File: src/rtl/spi_flash_seq_if.sv
// WISHBONE register bus between spi_flash_seq (master) and the simple_spi core (slave).
interface spi_flash_seq_if;
  logic       m_cyc_o;
  logic       m_stb_o;
  logic       m_we_o;
  logic [1:0] m_adr_o;
  logic [7:0] m_dat_o;
  logic [7:0] m_dat_i;
  logic       m_ack_i;

  modport master (
    output m_cyc_o, m_stb_o, m_we_o, m_adr_o, m_dat_o,
    input  m_dat_i, m_ack_i
  );

  modport slave (
    input  m_cyc_o, m_stb_o, m_we_o, m_adr_o, m_dat_o,
    output m_dat_i, m_ack_i
  );
endinterface

File: src/rtl/spi_flash_seq.sv
// Drives a simple_spi core over WISHBONE to run serial-flash commands: core init, CS-high
// dummy bytes, then per command an opcode/address header followed by optional read bytes.
module spi_flash_seq #(
  parameter logic [7:0]  SPCR_VAL    = 8'h50,
  parameter int unsigned DUMMY_BYTES = 2
) (
  input  logic            clk_i,
  input  logic            rst_i,
  input  logic            start_i,
  input  logic [7:0]      cmd_i,
  input  logic [23:0]     addr_i,
  input  logic            use_addr_i,
  input  logic [8:0]      len_i,
  output logic            busy_o,
  output logic            done_o,
  output logic [7:0]      rd_data_o,
  output logic            rd_valid_o,
  output logic            cs_b_o,
  spi_flash_seq_if.master m_bus
);

  localparam logic [1:0] AdrSpcr = 2'd0;
  localparam logic [1:0] AdrSpsr = 2'd1;
  localparam logic [1:0] AdrSpdr = 2'd2;

  typedef enum logic [2:0] {StInit, StDummy, StIdle, StHdr, StData, StFinish} state_e;
  typedef enum logic [1:0] {SubWr, SubPoll, SubRd} sub_e;

  state_e      r_state, w_state_d;
  sub_e        r_sub, w_sub_d;
  logic        r_cyc, w_cyc_d;
  logic        r_we, w_we_d;
  logic [1:0]  r_adr, w_adr_d;
  logic [7:0]  r_dat, w_dat_d;
  logic        r_cs_b, w_cs_b_d;
  logic        r_done, w_done_d;
  logic        r_rd_valid, w_rd_valid_d;
  logic [7:0]  r_rd_data, w_rd_data_d;
  logic [7:0]  r_cmd, w_cmd_d;
  logic [23:0] r_addr, w_addr_d;
  logic        r_use_addr, w_use_addr_d;
  logic [8:0]  r_cnt, w_cnt_d;
  logic [1:0]  r_hdr_idx, w_hdr_idx_d;

  logic        w_ack;
  logic        w_hdr_last;
  logic [7:0]  w_tx_byte;

  assign w_ack      = r_cyc & m_bus.m_ack_i;
  assign w_hdr_last = (r_hdr_idx == 2'd3) || (!r_use_addr && (r_hdr_idx == 2'd0));

  always_comb begin
    w_tx_byte = 8'h00;
    case (r_state)
      StDummy: w_tx_byte = 8'hFF;
      StHdr: begin
        case (r_hdr_idx)
          2'd0:    w_tx_byte = r_cmd;
          2'd1:    w_tx_byte = r_addr[23:16];
          2'd2:    w_tx_byte = r_addr[15:8];
          default: w_tx_byte = r_addr[7:0];
        endcase
      end
      default: w_tx_byte = 8'h00;
    endcase
  end

  always_comb begin
    w_state_d    = r_state;
    w_sub_d      = r_sub;
    w_cyc_d      = r_cyc;
    w_we_d       = r_we;
    w_adr_d      = r_adr;
    w_dat_d      = r_dat;
    w_cs_b_d     = r_cs_b;
    w_done_d     = 1'b0;
    w_rd_valid_d = 1'b0;
    w_rd_data_d  = r_rd_data;
    w_cmd_d      = r_cmd;
    w_addr_d     = r_addr;
    w_use_addr_d = r_use_addr;
    w_cnt_d      = r_cnt;
    w_hdr_idx_d  = r_hdr_idx;

    case (r_state)
      StInit: begin
        if (!r_cyc) begin
          w_cyc_d = 1'b1;
          w_we_d  = 1'b1;
          w_adr_d = AdrSpcr;
          w_dat_d = SPCR_VAL;
        end else if (w_ack) begin
          w_cyc_d   = 1'b0;
          w_we_d    = 1'b0;
          w_sub_d   = SubWr;
          w_cnt_d   = 9'(DUMMY_BYTES);
          w_state_d = (DUMMY_BYTES == 0) ? StIdle : StDummy;
        end
      end

      StIdle: begin
        // r_done marks the completion cycle; it doubles as the mandatory gap before a new start
        if (start_i && !r_done) begin
          w_cmd_d      = cmd_i;
          w_addr_d     = addr_i;
          w_use_addr_d = use_addr_i;
          w_cnt_d      = (len_i > 9'd256) ? 9'd256 : len_i;
          w_hdr_idx_d  = 2'd0;
          w_sub_d      = SubWr;
          w_cs_b_d     = 1'b0;
          w_state_d    = StHdr;
        end
      end

      StDummy, StHdr, StData: begin
        if (!r_cyc) begin
          w_cyc_d = 1'b1;
          case (r_sub)
            SubWr: begin
              w_we_d  = 1'b1;
              w_adr_d = AdrSpdr;
              w_dat_d = w_tx_byte;
            end
            SubPoll: begin
              w_we_d  = 1'b0;
              w_adr_d = AdrSpsr;
              w_dat_d = 8'h00;
            end
            default: begin
              w_we_d  = 1'b0;
              w_adr_d = AdrSpdr;
              w_dat_d = 8'h00;
            end
          endcase
        end else if (w_ack) begin
          w_cyc_d = 1'b0;
          w_we_d  = 1'b0;
          case (r_sub)
            SubWr:   w_sub_d = SubPoll;
            SubPoll: if (!m_bus.m_dat_i[0]) w_sub_d = SubRd;
            default: begin
              // Byte complete: SPDR read data is on m_dat_i this cycle
              w_sub_d = SubWr;
              if (r_state == StHdr) begin
                if (w_hdr_last) w_state_d = (r_cnt == 9'd0) ? StFinish : StData;
                else w_hdr_idx_d = r_hdr_idx + 2'd1;
              end else begin
                if (r_state == StData) begin
                  w_rd_valid_d = 1'b1;
                  w_rd_data_d  = m_bus.m_dat_i;
                end
                if (r_cnt != 9'd0) w_cnt_d = r_cnt - 9'd1;
                if (r_cnt <= 9'd1) w_state_d = (r_state == StData) ? StFinish : StIdle;
              end
            end
          endcase
        end
      end

      StFinish: begin
        // Raise CS first, then report completion one cycle later
        if (!r_cs_b) begin
          w_cs_b_d = 1'b1;
        end else begin
          w_done_d  = 1'b1;
          w_state_d = StIdle;
        end
      end

      default: w_state_d = StInit;
    endcase
  end

  always_ff @(posedge clk_i or posedge rst_i) begin
    if (rst_i) begin
      r_state    <= StInit;
      r_sub      <= SubWr;
      r_cyc      <= 1'b0;
      r_we       <= 1'b0;
      r_adr      <= 2'd0;
      r_dat      <= 8'h00;
      r_cs_b     <= 1'b1;
      r_done     <= 1'b0;
      r_rd_valid <= 1'b0;
      r_rd_data  <= 8'h00;
      r_cmd      <= 8'h00;
      r_addr     <= 24'h0;
      r_use_addr <= 1'b0;
      r_cnt      <= 9'd0;
      r_hdr_idx  <= 2'd0;
    end else begin
      r_state    <= w_state_d;
      r_sub      <= w_sub_d;
      r_cyc      <= w_cyc_d;
      r_we       <= w_we_d;
      r_adr      <= w_adr_d;
      r_dat      <= w_dat_d;
      r_cs_b     <= w_cs_b_d;
      r_done     <= w_done_d;
      r_rd_valid <= w_rd_valid_d;
      r_rd_data  <= w_rd_data_d;
      r_cmd      <= w_cmd_d;
      r_addr     <= w_addr_d;
      r_use_addr <= w_use_addr_d;
      r_cnt      <= w_cnt_d;
      r_hdr_idx  <= w_hdr_idx_d;
    end
  end

  assign m_bus.m_cyc_o = r_cyc;
  assign m_bus.m_stb_o = r_cyc;
  assign m_bus.m_we_o  = r_we;
  assign m_bus.m_adr_o = r_adr;
  assign m_bus.m_dat_o = r_dat;

  assign busy_o     = (r_state != StIdle) | r_done;
  assign done_o     = r_done;
  assign rd_data_o  = r_rd_data;
  assign rd_valid_o = r_rd_valid;
  assign cs_b_o     = r_cs_b;

endmodule
File: src/flat_wrapper.sv
// flat-port wrapper written by rule: the top's interface ports become plain ports
module spi_flash_seq_flat 
#(
  parameter logic [7:0]  SPCR_VAL    = 8'h50,
  parameter int unsigned DUMMY_BYTES = 2
)
  (clk_i, rst_i, start_i, cmd_i, addr_i, use_addr_i, len_i, busy_o, done_o, rd_data_o, rd_valid_o, cs_b_o, m_bus_m_cyc_o, m_bus_m_stb_o, m_bus_m_we_o, m_bus_m_adr_o, m_bus_m_dat_o, m_bus_m_dat_i, m_bus_m_ack_i);
  spi_flash_seq_if m_bus_i ();
  input  logic clk_i;
  input  logic rst_i;
  input  logic start_i;
  input  logic [7:0] cmd_i;
  input  logic [23:0] addr_i;
  input  logic use_addr_i;
  input  logic [8:0] len_i;
  output logic busy_o;
  output logic done_o;
  output logic [7:0] rd_data_o;
  output logic rd_valid_o;
  output logic cs_b_o;
  output wire logic [$bits(m_bus_i.m_cyc_o)-1:0] m_bus_m_cyc_o;
  output wire logic [$bits(m_bus_i.m_stb_o)-1:0] m_bus_m_stb_o;
  output wire logic [$bits(m_bus_i.m_we_o)-1:0] m_bus_m_we_o;
  output wire logic [$bits(m_bus_i.m_adr_o)-1:0] m_bus_m_adr_o;
  output wire logic [$bits(m_bus_i.m_dat_o)-1:0] m_bus_m_dat_o;
  input wire logic [$bits(m_bus_i.m_dat_i)-1:0] m_bus_m_dat_i;
  input wire logic [$bits(m_bus_i.m_ack_i)-1:0] m_bus_m_ack_i;
  assign m_bus_m_cyc_o = m_bus_i.m_cyc_o;
  assign m_bus_m_stb_o = m_bus_i.m_stb_o;
  assign m_bus_m_we_o = m_bus_i.m_we_o;
  assign m_bus_m_adr_o = m_bus_i.m_adr_o;
  assign m_bus_m_dat_o = m_bus_i.m_dat_o;
  assign m_bus_i.m_dat_i = m_bus_m_dat_i;
  assign m_bus_i.m_ack_i = m_bus_m_ack_i;
  spi_flash_seq #(.SPCR_VAL(SPCR_VAL), .DUMMY_BYTES(DUMMY_BYTES)) u_core (.clk_i(clk_i), .rst_i(rst_i), .start_i(start_i), .cmd_i(cmd_i), .addr_i(addr_i), .use_addr_i(use_addr_i), .len_i(len_i), .busy_o(busy_o), .done_o(done_o), .rd_data_o(rd_data_o), .rd_valid_o(rd_valid_o), .cs_b_o(cs_b_o), .m_bus(m_bus_i));
endmodule
File: config.mk
export PLATFORM = sky130hd
export DESIGN_NAME = spi_flash_seq_flat
export DESIGN_NICKNAME = d
export VERILOG_FILES = /design/src/rtl/spi_flash_seq_if.sv /design/src/rtl/spi_flash_seq.sv /design/src/flat_wrapper.sv
export SDC_FILE = /design/constraint.sdc
export NUM_CORES = 1
export LEC_CHECK = 0
export CAP_MARGIN = 5
export CORE_ASPECT_RATIO = 1.2
export CORE_MARGIN = 1
export CORE_UTILIZATION = 30
export DETAILED_ROUTE_END_ITERATION = 8
export SLEW_MARGIN = 20
export SYNTH_ARGS = -nofsm -noshare
export SYNTH_HDL_FRONTEND = slang
export SYNTH_SLANG_ARGS = --single-unit
File: constraint.sdc
create_clock -name clk_i -period 5.6 [get_ports clk_i]
set_input_delay 1.12 -clock clk_i [delete_from_list [all_inputs] [get_ports clk_i]]
set_output_delay 1.12 -clock clk_i [all_outputs]
set_load 0.03 [all_outputs]
==> results.cfg <==
[outcome]
status = complete, no violations

[timing]
worst_pin_slew_ns = 0.903
rsz0062_at_grt = false
maxSlewViolCount = 0
final-setup-viol-count = 0
fin_crit_sh_pct = 58.8
final_hold_viol_count = 0
final.min_clock_period_ns = 3.29
fmax_ghz = 0.304
hold_slack_ns = 0.488
skew_ns = 0.00957
slew_headroom_pct = 39.5
fin_tns_setup_ns = 0
finalWorstSetupSlack_ns = 2.31

[route]
ant_nets = 0
route.vias.total = 2682
routed_wl_mm = 8.22
vias_per_cell = 4.88
firstDrtPassIters = 4
wl_per_cell_um = 14.9
drt_iter0_markers = 215
drc = 0

[clock_tree]
clockBufferDepth = 2
root_buffer = clkbuf_16
clock_latency_ns = 0.34
ctsHtreeMaxLevel = 3
hold_buffers = 0
post_cts_buffers = 0
cts_buffers = 9
ctsResizeCount = 0
clock_sinks = 72
tritoncts = done
clkSlewWorstSetupHoldPaths_ns = 0.06

[place]
dp.final_hpwl_mm = 5.93
placement.io_buffers = 78
place_area_um2 = 4450
dp_slack_ns = 2.55
gp_congestion = 0.749

[synthesis]
async_reset_ff_share_pct = 100
syn-num-nets = 380
synth_top_family_by_area = compound AO/OA/AOI/OAI gates
synth.distinct_cells = 51
synthSimpleGateAreaFrac_pct = 12.6
seq_area_frac_synth_pct = 50.2
syn_inst = 319
synth_compound_area_share_pct = 16.1
ys_warn_count = 0
syn-cell-area_um2 = 3590
avgSynthCellArea_um2 = 11.3
synth-xor-area-share_pct = 0.244
ys_ff_latch = 72
synth-edff-count = 0
synth_mux_area_share_pct = 13.5
synth_fa_ha_area_share_pct = 2.44
synthFlopType = dfrtp_1

[grt]
overflow = 0
antenna_found_initial = 0
first_global_vias = 2756
grt_max_degree = 58
grtUsageTotal_pct = 14.2
grt_pass1_wl_mm = 13.6

[setup_path]
startpoint_type = flop
worst_ep_arrival_time_ns = 2.17
reg2reg_from = u_core.r_state[0]$_DFFE_PP0P_
path_max_fanout = 20
cp-end-kind = output pin
setup.worst_path.class = reg -> out
worstSetupStartpoint = u_core.r_state[1]$_DFFE_PP0P_
required_ns = 4.48

[floorplanning]
dieWidth_um = 102
num_io_pins = 79
start_util_pct = 30.9
rows = 43
die_y_um = 122
die-area_um2 = 12400
core_um2 = 11600

[layout]
finish.instance_area_um2 = 4760
drive_above_1_share_pct = 18.3
final_nets = 449
fin_util_pct = 40.9
syn2layout_area_growth_pct = 32.4
antennaDiodeCount = 0

[power_and_ir_drop]
ir_drop_mv = 0.161
powerDensity_nw_per_um2 = 374
p_leak_nw = 2.12

[hold_path]
hp-class = reg -> reg
min-delay-start = u_core.m_bus.m_dat_o[0]$_DFFE_PP0P_

[run]
drv_cap = 0
==> cells by family (layout without fill, tap and decap cells) <==
kind of cell,after synthesis,count (layout)
multiplexers,43,43
AO/OA/AOI/OAI,80,80
flip-flops,72,72
buffers and inverters,34,108
AND/OR/NAND/NOR,82,82
adder cells (fa/ha/maj),7,7
XOR/XNOR,1,1
==> Yosys cell counts, types with 2 or more instances <==
| library cell | count | area share, % |
|---|---|---|
| nand2b_1 | 5 | 0.87 |
| nor4_2 | 2 | 0.70 |
| clkbuf_1 | 8 | 0.84 |
| ha_1 | 7 | 2.4 |
| nand3b_1 | 4 | 0.84 |
| nand2_1 | 29 | 3.0 |
| o21ai_1 | 2 | 0.28 |
| buf_4 | 8 | 1.7 |
| nor2_1 | 14 | 1.5 |
| a211o_1 | 2 | 0.49 |
| buf_1 | 2 | 0.21 |
| a31oi_1 | 2 | 0.35 |
| mux2_2 | 38 | 12 |
| o41ai_1 | 3 | 0.73 |
| a22o_1 | 5 | 1.2 |
| buf_6 | 2 | 0.63 |
| nor2b_1 | 7 | 1.2 |
| mux2_1 | 4 | 1.3 |
| o21ai_0 | 21 | 2.9 |
| a222oi_1 | 8 | 2.2 |
| a21oi_1 | 17 | 2.4 |
| inv_1 | 13 | 1.4 |
| nor3_1 | 4 | 0.56 |
| nor3b_2 | 2 | 0.70 |
| dfrtp_1 | 71 | 49 |
| o211ai_2 | 2 | 0.70 |
| a32oi_1 | 6 | 1.5 |
| nand3_1 | 7 | 0.98 |
| a21o_1 | 2 | 0.42 |
==> layer usage <==
layer | track usage [%] | vias up | part of all wire, %
li1 | - | 1305 | -
met2 | 21.3 | 75 | 45
met4 | 7.68 | 0 | 1.7
met1 | 19.1 | 1291 | 47
met3 | 3.04 | 11 | 6.0
met5 | 0 | - | 0
==> cell type report <==
cell class	instances	area [um^2]
clock buffers	9	225
repair buffers	79	788
inverters	13	48.8
well taps	157	196
fillers	1133	6870
flip-flops and latches	72	1800
multi-input cells	213	1620
clock inverters	7	78.8
==> worst max-delay path, cell delays in order, from the launching register on <==
cell and delay [ns]:
dfrtp_1 0.73, nor3b_4 0.41, nand2b_1 0.10, clkdlybuf4s50_1 0.60
==> flip-flops by register name, indices dropped and copies added (netlist names) <==
register / cells
u_core.cs_b_o: 1
u_core.rd_data_o: 8
u_core.m_bus.m_adr_o: 2
u_core.r_cnt: 9
u_core.r_hdr_idx: 2
u_core.m_bus.m_we_o: 1
u_core.done_o: 1
u_core.r_state: 3
u_core.m_bus.m_dat_o: 8
u_core.r_cmd: 8
u_core.m_bus.m_cyc_o: 1
u_core.rd_valid_o: 1
u_core.r_sub: 2
u_core.r_use_addr: 1
u_core.r_addr: 24
==> through the flow <==
stage          total power (W)  cells
2_1_floorplan          0.00101    319
3_3_place_gp           0.00120    534
3_5_place_dp           0.00121    534
4_1_cts                0.00179    550
5_1_grt                0.00187    550
6_report               0.00178    550
==> report_power, final <==
| part | total [W] | internal [W] | switching [W] |
|---|---|---|---|
| sequential | 0.000681 | 0.000597 | 0.0000840 |
| clock | 0.000580 | 0.000349 | 0.000231 |
| combinational | 0.000517 | 0.000227 | 0.000290 |
==> final timing paths <==
check,end,slack (ns),depth (start not counted)
setup / recovery,busy_o,2.31,3
hold / removal,u_core.m_bus.m_dat_o[0]$_DFFE_PP0P_,0.49,2
setup reg to reg,u_core.r_cnt[1]$_DFFE_PP0P_,2.89,5
hold reg to reg,u_core.m_bus.m_dat_o[0]$_DFFE_PP0P_,0.49,2
max in group asynchronous,u_core.r_state[1]$_DFFE_PP0P_,3.49,3
min in group asynchronous,u_core.rd_data_o[6]$_DFFE_PP0P_,1.06,2
==> layout by cell type, fill, tap and decap left out, types with 5 or more instances in the layout <==
cell / Yosys / layout
inv_1: 13 / 12
nand2b_1: 5 / 5
a222oi_1: 8 / 8
nor2b_1: 7 / 7
nand2_1: 29 / 29
a21oi_1: 17 / 17
nor2_1: 14 / 14
mux2_2: 38 / 38
a22o_1: 5 / 5
dfrtp_1: 71 / 71
a32oi_1: 6 / 6
clkdlybuf4s50_1: 0 / 78
ha_1: 7 / 7
clkbuf_16: 0 / 9
o21ai_0: 21 / 21
nand3_1: 7 / 7
No activity file was read; power rests on OpenSTA's default activity.
